$ cat src/rtl/rom_burst_arbiter.sv
// Round-robin arbiter sharing the single synchronous read port of a ROM between
// two burst requesters; returns shared read data with per-requester valid/last.
module rom_burst_arbiter #(
  parameter int AW  = 6,
  parameter int DW  = 32,
  parameter int LAT = 1
) (
  input  logic          clk,
  input  logic          rst_n,
  input  logic          req0,
  input  logic          req1,
  input  logic [AW-1:0] addr0,
  input  logic [AW-1:0] addr1,
  input  logic [AW-1:0] len0,
  input  logic [AW-1:0] len1,
  output logic          gnt0,
  output logic          gnt1,
  output logic          rvalid0,
  output logic          rvalid1,
  output logic          rlast0,
  output logic          rlast1,
  output logic [DW-1:0] rdata,
  output logic          busy,
  output logic          rom_en,
  output logic [AW-1:0] rom_addr,
  input  logic [DW-1:0] rom_data
);

  typedef enum logic [1:0] {IDLE, ISSUE, DRAIN} state_t;

  state_t         state_q;
  logic           last_grant_q;
  logic           winner_d;
  logic [AW-1:0]  remain_q;
  logic [AW-1:0]  rom_addr_q;
  logic           rom_en_q;
  logic           gnt0_q;
  logic           gnt1_q;
  logic           busy_q;
  logic [LAT-1:0] vld_q;
  logic [LAT-1:0] lst_q;
  logic [DW-1:0]  rdata_q;
  logic           rvalid0_q;
  logic           rvalid1_q;
  logic           rlast0_q;
  logic           rlast1_q;

  // On a tie the requester that did not win last time is chosen.
  always_comb begin
    winner_d = last_grant_q;
    if (req0 && req1) begin
      winner_d = ~last_grant_q;
    end else if (req0) begin
      winner_d = 1'b0;
    end else if (req1) begin
      winner_d = 1'b1;
    end
  end

  always_ff @(posedge clk or negedge rst_n) begin
    if (!rst_n) begin
      state_q      <= IDLE;
      last_grant_q <= 1'b1;
      remain_q     <= '0;
      rom_addr_q   <= '0;
      rom_en_q     <= 1'b0;
      gnt0_q       <= 1'b0;
      gnt1_q       <= 1'b0;
      busy_q       <= 1'b0;
    end else begin
      gnt0_q <= 1'b0;
      gnt1_q <= 1'b0;
      unique case (state_q)
        IDLE: begin
          if (req0 || req1) begin
            state_q      <= ISSUE;
            last_grant_q <= winner_d;
            gnt0_q       <= ~winner_d;
            gnt1_q       <= winner_d;
            rom_en_q     <= 1'b1;
            rom_addr_q   <= winner_d ? addr1 : addr0;
            remain_q     <= winner_d ? len1 : len0;
            busy_q       <= 1'b1;
          end
        end
        ISSUE: begin
          if (remain_q == '0) begin
            state_q  <= DRAIN;
            rom_en_q <= 1'b0;
          end else begin
            rom_addr_q <= rom_addr_q + AW'(1);
            remain_q   <= remain_q - AW'(1);
          end
        end
        DRAIN: begin
          // The final word has just been presented; the burst is complete.
          if (rlast0_q || rlast1_q) begin
            state_q <= IDLE;
            busy_q  <= 1'b0;
          end
        end
        default: state_q <= IDLE;
      endcase
    end
  end

  // Each issued read travels LAT stages so its flags line up with rom_data.
  always_ff @(posedge clk or negedge rst_n) begin
    if (!rst_n) begin
      vld_q     <= '0;
      lst_q     <= '0;
      rdata_q   <= '0;
      rvalid0_q <= 1'b0;
      rvalid1_q <= 1'b0;
      rlast0_q  <= 1'b0;
      rlast1_q  <= 1'b0;
    end else begin
      vld_q[0] <= rom_en_q;
      lst_q[0] <= rom_en_q && (remain_q == '0);
      for (int i = 1; i < LAT; i++) begin
        vld_q[i] <= vld_q[i-1];
        lst_q[i] <= lst_q[i-1];
      end
      rvalid0_q <= vld_q[LAT-1] && !last_grant_q;
      rvalid1_q <= vld_q[LAT-1] && last_grant_q;
      rlast0_q  <= vld_q[LAT-1] && lst_q[LAT-1] && !last_grant_q;
      rlast1_q  <= vld_q[LAT-1] && lst_q[LAT-1] && last_grant_q;
      if (vld_q[LAT-1]) begin
        rdata_q <= rom_data;
      end
    end
  end

  assign gnt0     = gnt0_q;
  assign gnt1     = gnt1_q;
  assign rvalid0  = rvalid0_q;
  assign rvalid1  = rvalid1_q;
  assign rlast0   = rlast0_q;
  assign rlast1   = rlast1_q;
  assign rdata    = rdata_q;
  assign busy     = busy_q;
  assign rom_en   = rom_en_q;
  assign rom_addr = rom_addr_q;

endmodule

$ cat config.mk
export PLATFORM = sky130hd
export DESIGN_NAME = rom_burst_arbiter
export DESIGN_NICKNAME = d
export VERILOG_FILES = /design/src/rtl/rom_burst_arbiter.sv
export SDC_FILE = /design/constraint.sdc
export NUM_CORES = 1
export LEC_CHECK = 0
export BUFFER_PORTS_ARGS = -buffer_cell sky130_fd_sc_hd__buf_2
export CORE_UTILIZATION = 51
export CTS_CLUSTER_DIAMETER = 150
export CTS_CLUSTER_SIZE = 16
export DETAILED_ROUTE_END_ITERATION = 7
export PLACE_DENSITY_LB_ADDON = 0.05
export SYNTH_ARGS = -nofsm -noshare
export SYNTH_HDL_FRONTEND = slang
export SYNTH_SLANG_ARGS = --single-unit
export TNS_END_PERCENT = 1
$ cat constraint.sdc
create_clock -name clk -period 4.15 [get_ports clk]
set_input_delay 0.2075 -clock clk [delete_from_list [all_inputs] [get_ports clk]]
set_output_delay 0.2075 -clock clk [all_outputs]
set_load 0.01 [all_outputs]
==> results.toml <==
[logic_synthesis]
synth-main-ff-cell = "dfrtp_1"
synth_fp_nets = 277
ys_types = 42
ys_warn_count = 0
syn_area_sq_um = 2550
synth.ff_latch_count = 57
synthArstFlopShare = 1.00
ys_seq_area_frac = 0.561
syn_area_per_cell_sq_um = 11.9
syn_inst = 214
synth_edf_count = 0

[sta]
min_period_ns = 1.79
clock_skew_ns = 0.00524
drv_slew = 0
finalCritPeriodShare = 0.432
timing.hold.ws_ns = 0.00680
fin_ws_ns = 2.36
hold_violations = 0
setup_tns_ns = 0
setup_viol = 0
slew_headroom = 0.509
rsz0062_at_grt = "no"
max_freq_ghz = 0.558
tightest_slew_ns = 0.736

[power]
p_sw_uw = 929
total_power_mw = 2.48
static-leakage-power_nw = 1.61
vdd_drop_max_uv = 441
comb_power_share = 0.421
pwr-share-seq = 0.401
cell_internal_pwr_mw = 1.55
switching_share = 0.374
p_per_area_nw_per_um2 = 757
power.share.clock = 0.178

[place]
dp_slack_ns = 2.38
place_inst = 377
dpl.hpwl_um = 3840
place_area_sq_um = 3110
gp_congestion = 0.831
portBuffers = 105

[routing]
post_drt_wl_per_cell_um = 13.7
drcViolationCount = 0
drt_wl_total_um = 5370
drt_iter0_drc = 105
dr.pass1.iters = 4
viasPerCell = 5.29
antenna_left = 0
vias = 2079

[critical_path]
path_max_fanout = 12
critPathSlowestCell = "a311o_2"
worstPathRequired_ns = 4.37
max_stage_delay_ns = 0.44
cp.arrival_ns = 2.01
cp-end-kind = "flip-flop"
crit_path_start_kind = "flip-flop"
path_class = "flip-flop to flip-flop"
crit_chain = "inv_1 > ha_1 > a311o_2 > inv_2 > o21ai_2 > a22o_1"

[floorplanning]
die_w_um = 72.7
dieArea_sq_um = 5280
design.core.area_sq_um = 4750
rows = 25
pin_count = 106
initial_core_util = 0.536
fp.dieH_um = 72.7

[clocking]
clk_pin_slew_ns = 0.07
clock_latency_ns = 0.33
cts_buffers = 9
cts_tree = "done"
clockBufferDepth = 2
postCtsHoldBufs = 0
cts_resized = 0
cts_sinks = 57
post-cts-setup-buffer-count = 0
h-tree-depth = 3
clockRootBuffer = "clkbuf_8"

[cells_and_area]
multi_input_area_sq_um = 1030
area_delta_synth_final_pct = 28.8
antenna_cells = 0
layoutNonFillerInstCount = 393
final-seq-area_sq_um = 1430
finalNetCount = 384
drive_gt1_frac = 0.509
final_cell_area_sq_um = 3280
n_fill_cell = 399
fin_util = 0.690

[grt]
grt_pass1_vias = 1944
grt_usage = 0.227
grt_pass1_wl_um = 8940
grt_max_degree = 58
antenna_found_initial = 0
overflow = 0

[run_status]
status = "finished, final reports clean"

[min_path]
hp-class = "input pin to async pin"

[run]
maxCapViolCount = 0
## metal layers
metal,share of wire,GRT usage
met2,0.47,0.362
met4,0.015,0.105
met3,0.070,0.0608
met5,0,0
met1,0.44,0.291
## flip-flops by register name, summed over array words and instances (netlist names)
| register | count |
|---|---|
| rom_en | 1 |
| gnt0 | 1 |
| state_q | 2 |
| rlast0 | 1 |
| rdata | 32 |
| busy | 1 |
| gnt1 | 1 |
| lst_q | 1 |
| rvalid0 | 1 |
| rlast1 | 1 |
| vld_q | 1 |
| last_grant_q | 1 |
| rom_addr | 6 |
| rvalid1 | 1 |
| remain_q | 6 |
## area by class of cell
| type | count | area share |
|---|---|---|
| clock buffers | 9 | 0.0378 |
| well taps | 67 | 0.0256 |
| repair buffers | 108 | 0.167 |
| inverters | 4 | 0.00458 |
| clock inverters | 7 | 0.0145 |
| flip-flops and latches | 57 | 0.435 |
| multi-input cells | 141 | 0.315 |
## Yosys cell counts (2+ instances only)
cell type / n / share of area
mux2_4: 2 / 0.012
buf_6: 2 / 0.0088
ha_1: 3 / 0.015
and3_1: 3 / 0.0074
a21oi_1: 11 / 0.022
inv_1: 3 / 0.0044
dfrtp_1: 56 / 0.55
buf_2: 7 / 0.014
o21ai_1: 6 / 0.012
nand2_1: 10 / 0.015
nor2_1: 17 / 0.025
mux2i_1: 5 / 0.020
o22a_1: 2 / 0.0069
a22o_1: 2 / 0.0069
a21o_1: 2 / 0.0059
nor3_1: 7 / 0.014
clkbuf_1: 2 / 0.0029
nand2b_1: 2 / 0.0049
nand3_1: 8 / 0.016
mux2_2: 34 / 0.15
o21ai_0: 9 / 0.018
## power groups by stage
stage	combinational [mW]	clock (mW)	sequential, mW
floorplan	0.635	0	1.07
global placement	1.03	0	0.997
detailed placement	1.04	0	1.01
CTS	1.05	0.456	0.996
global route	1.16	0.477	1.03
finish	1.05	0.441	0.996
## worst paths after layout
| kind | startpoint | end | slack, ns | depth (start not counted) |
|---|---|---|---|---|
| setup reg to reg | remain_q[0] | remain_q[2] | 2.36 | 6 |
| max in group asynchronous | rst_n | lst_q | 3.69 | 2 |
| hold reg to reg | rom_en | vld_q | 0.48 | 0 |
| min in group clk | rom_data[2] | rdata[2] | 0.11 | 2 |
| hold / removal | rst_n | rdata[15] | 0.007 | 2 |
| setup / recovery | remain_q[0] | remain_q[2] | 2.36 | 6 |
## placed cells by master (no fill, tap or decap), types with 2 or more instances in the layout
master      count
nand2_1        10
mux2_2         34
a22o_1          2
dfrtp_1        56
nor3_1          7
o21ai_0         9
mux2i_1         5
inv_1           3
clkinvlp_4      2
buf_2         105
and3_1          3
clkinv_2        3
clkinv_4        2
nand2b_1        2
nand3_1         8
clkbuf_8        9
mux2_4          2
a21oi_1        11
a21o_1          2
buf_4           3
o21ai_1         6
o22a_1          2
ha_1            3
nor2_1         17
## worst max-delay path, delay by kind of cell (launching register included)
kind / cells / cell delay (ns)
adder cells (fa/ha/maj): 1 / 0.25
flip-flops: 1 / 0.37
buffers and inverters: 2 / 0.31
AO/OA/AOI/OAI: 3 / 0.75
## cell families (layout without fill, tap and decap cells)
logic type               after synthesis  in the layout  synth area share
buffers and inverters                 16            128            0.0329
flip-flops                            57             57             0.561
AND/OR/NAND/NOR                       54             54             0.102
AO/OA/AOI/OAI                         43             43             0.108
adder cells (fa/ha/maj)                3              3            0.0147
multiplexers                          41             41             0.182
Note: power is estimated with default switching activity, not from simulation.
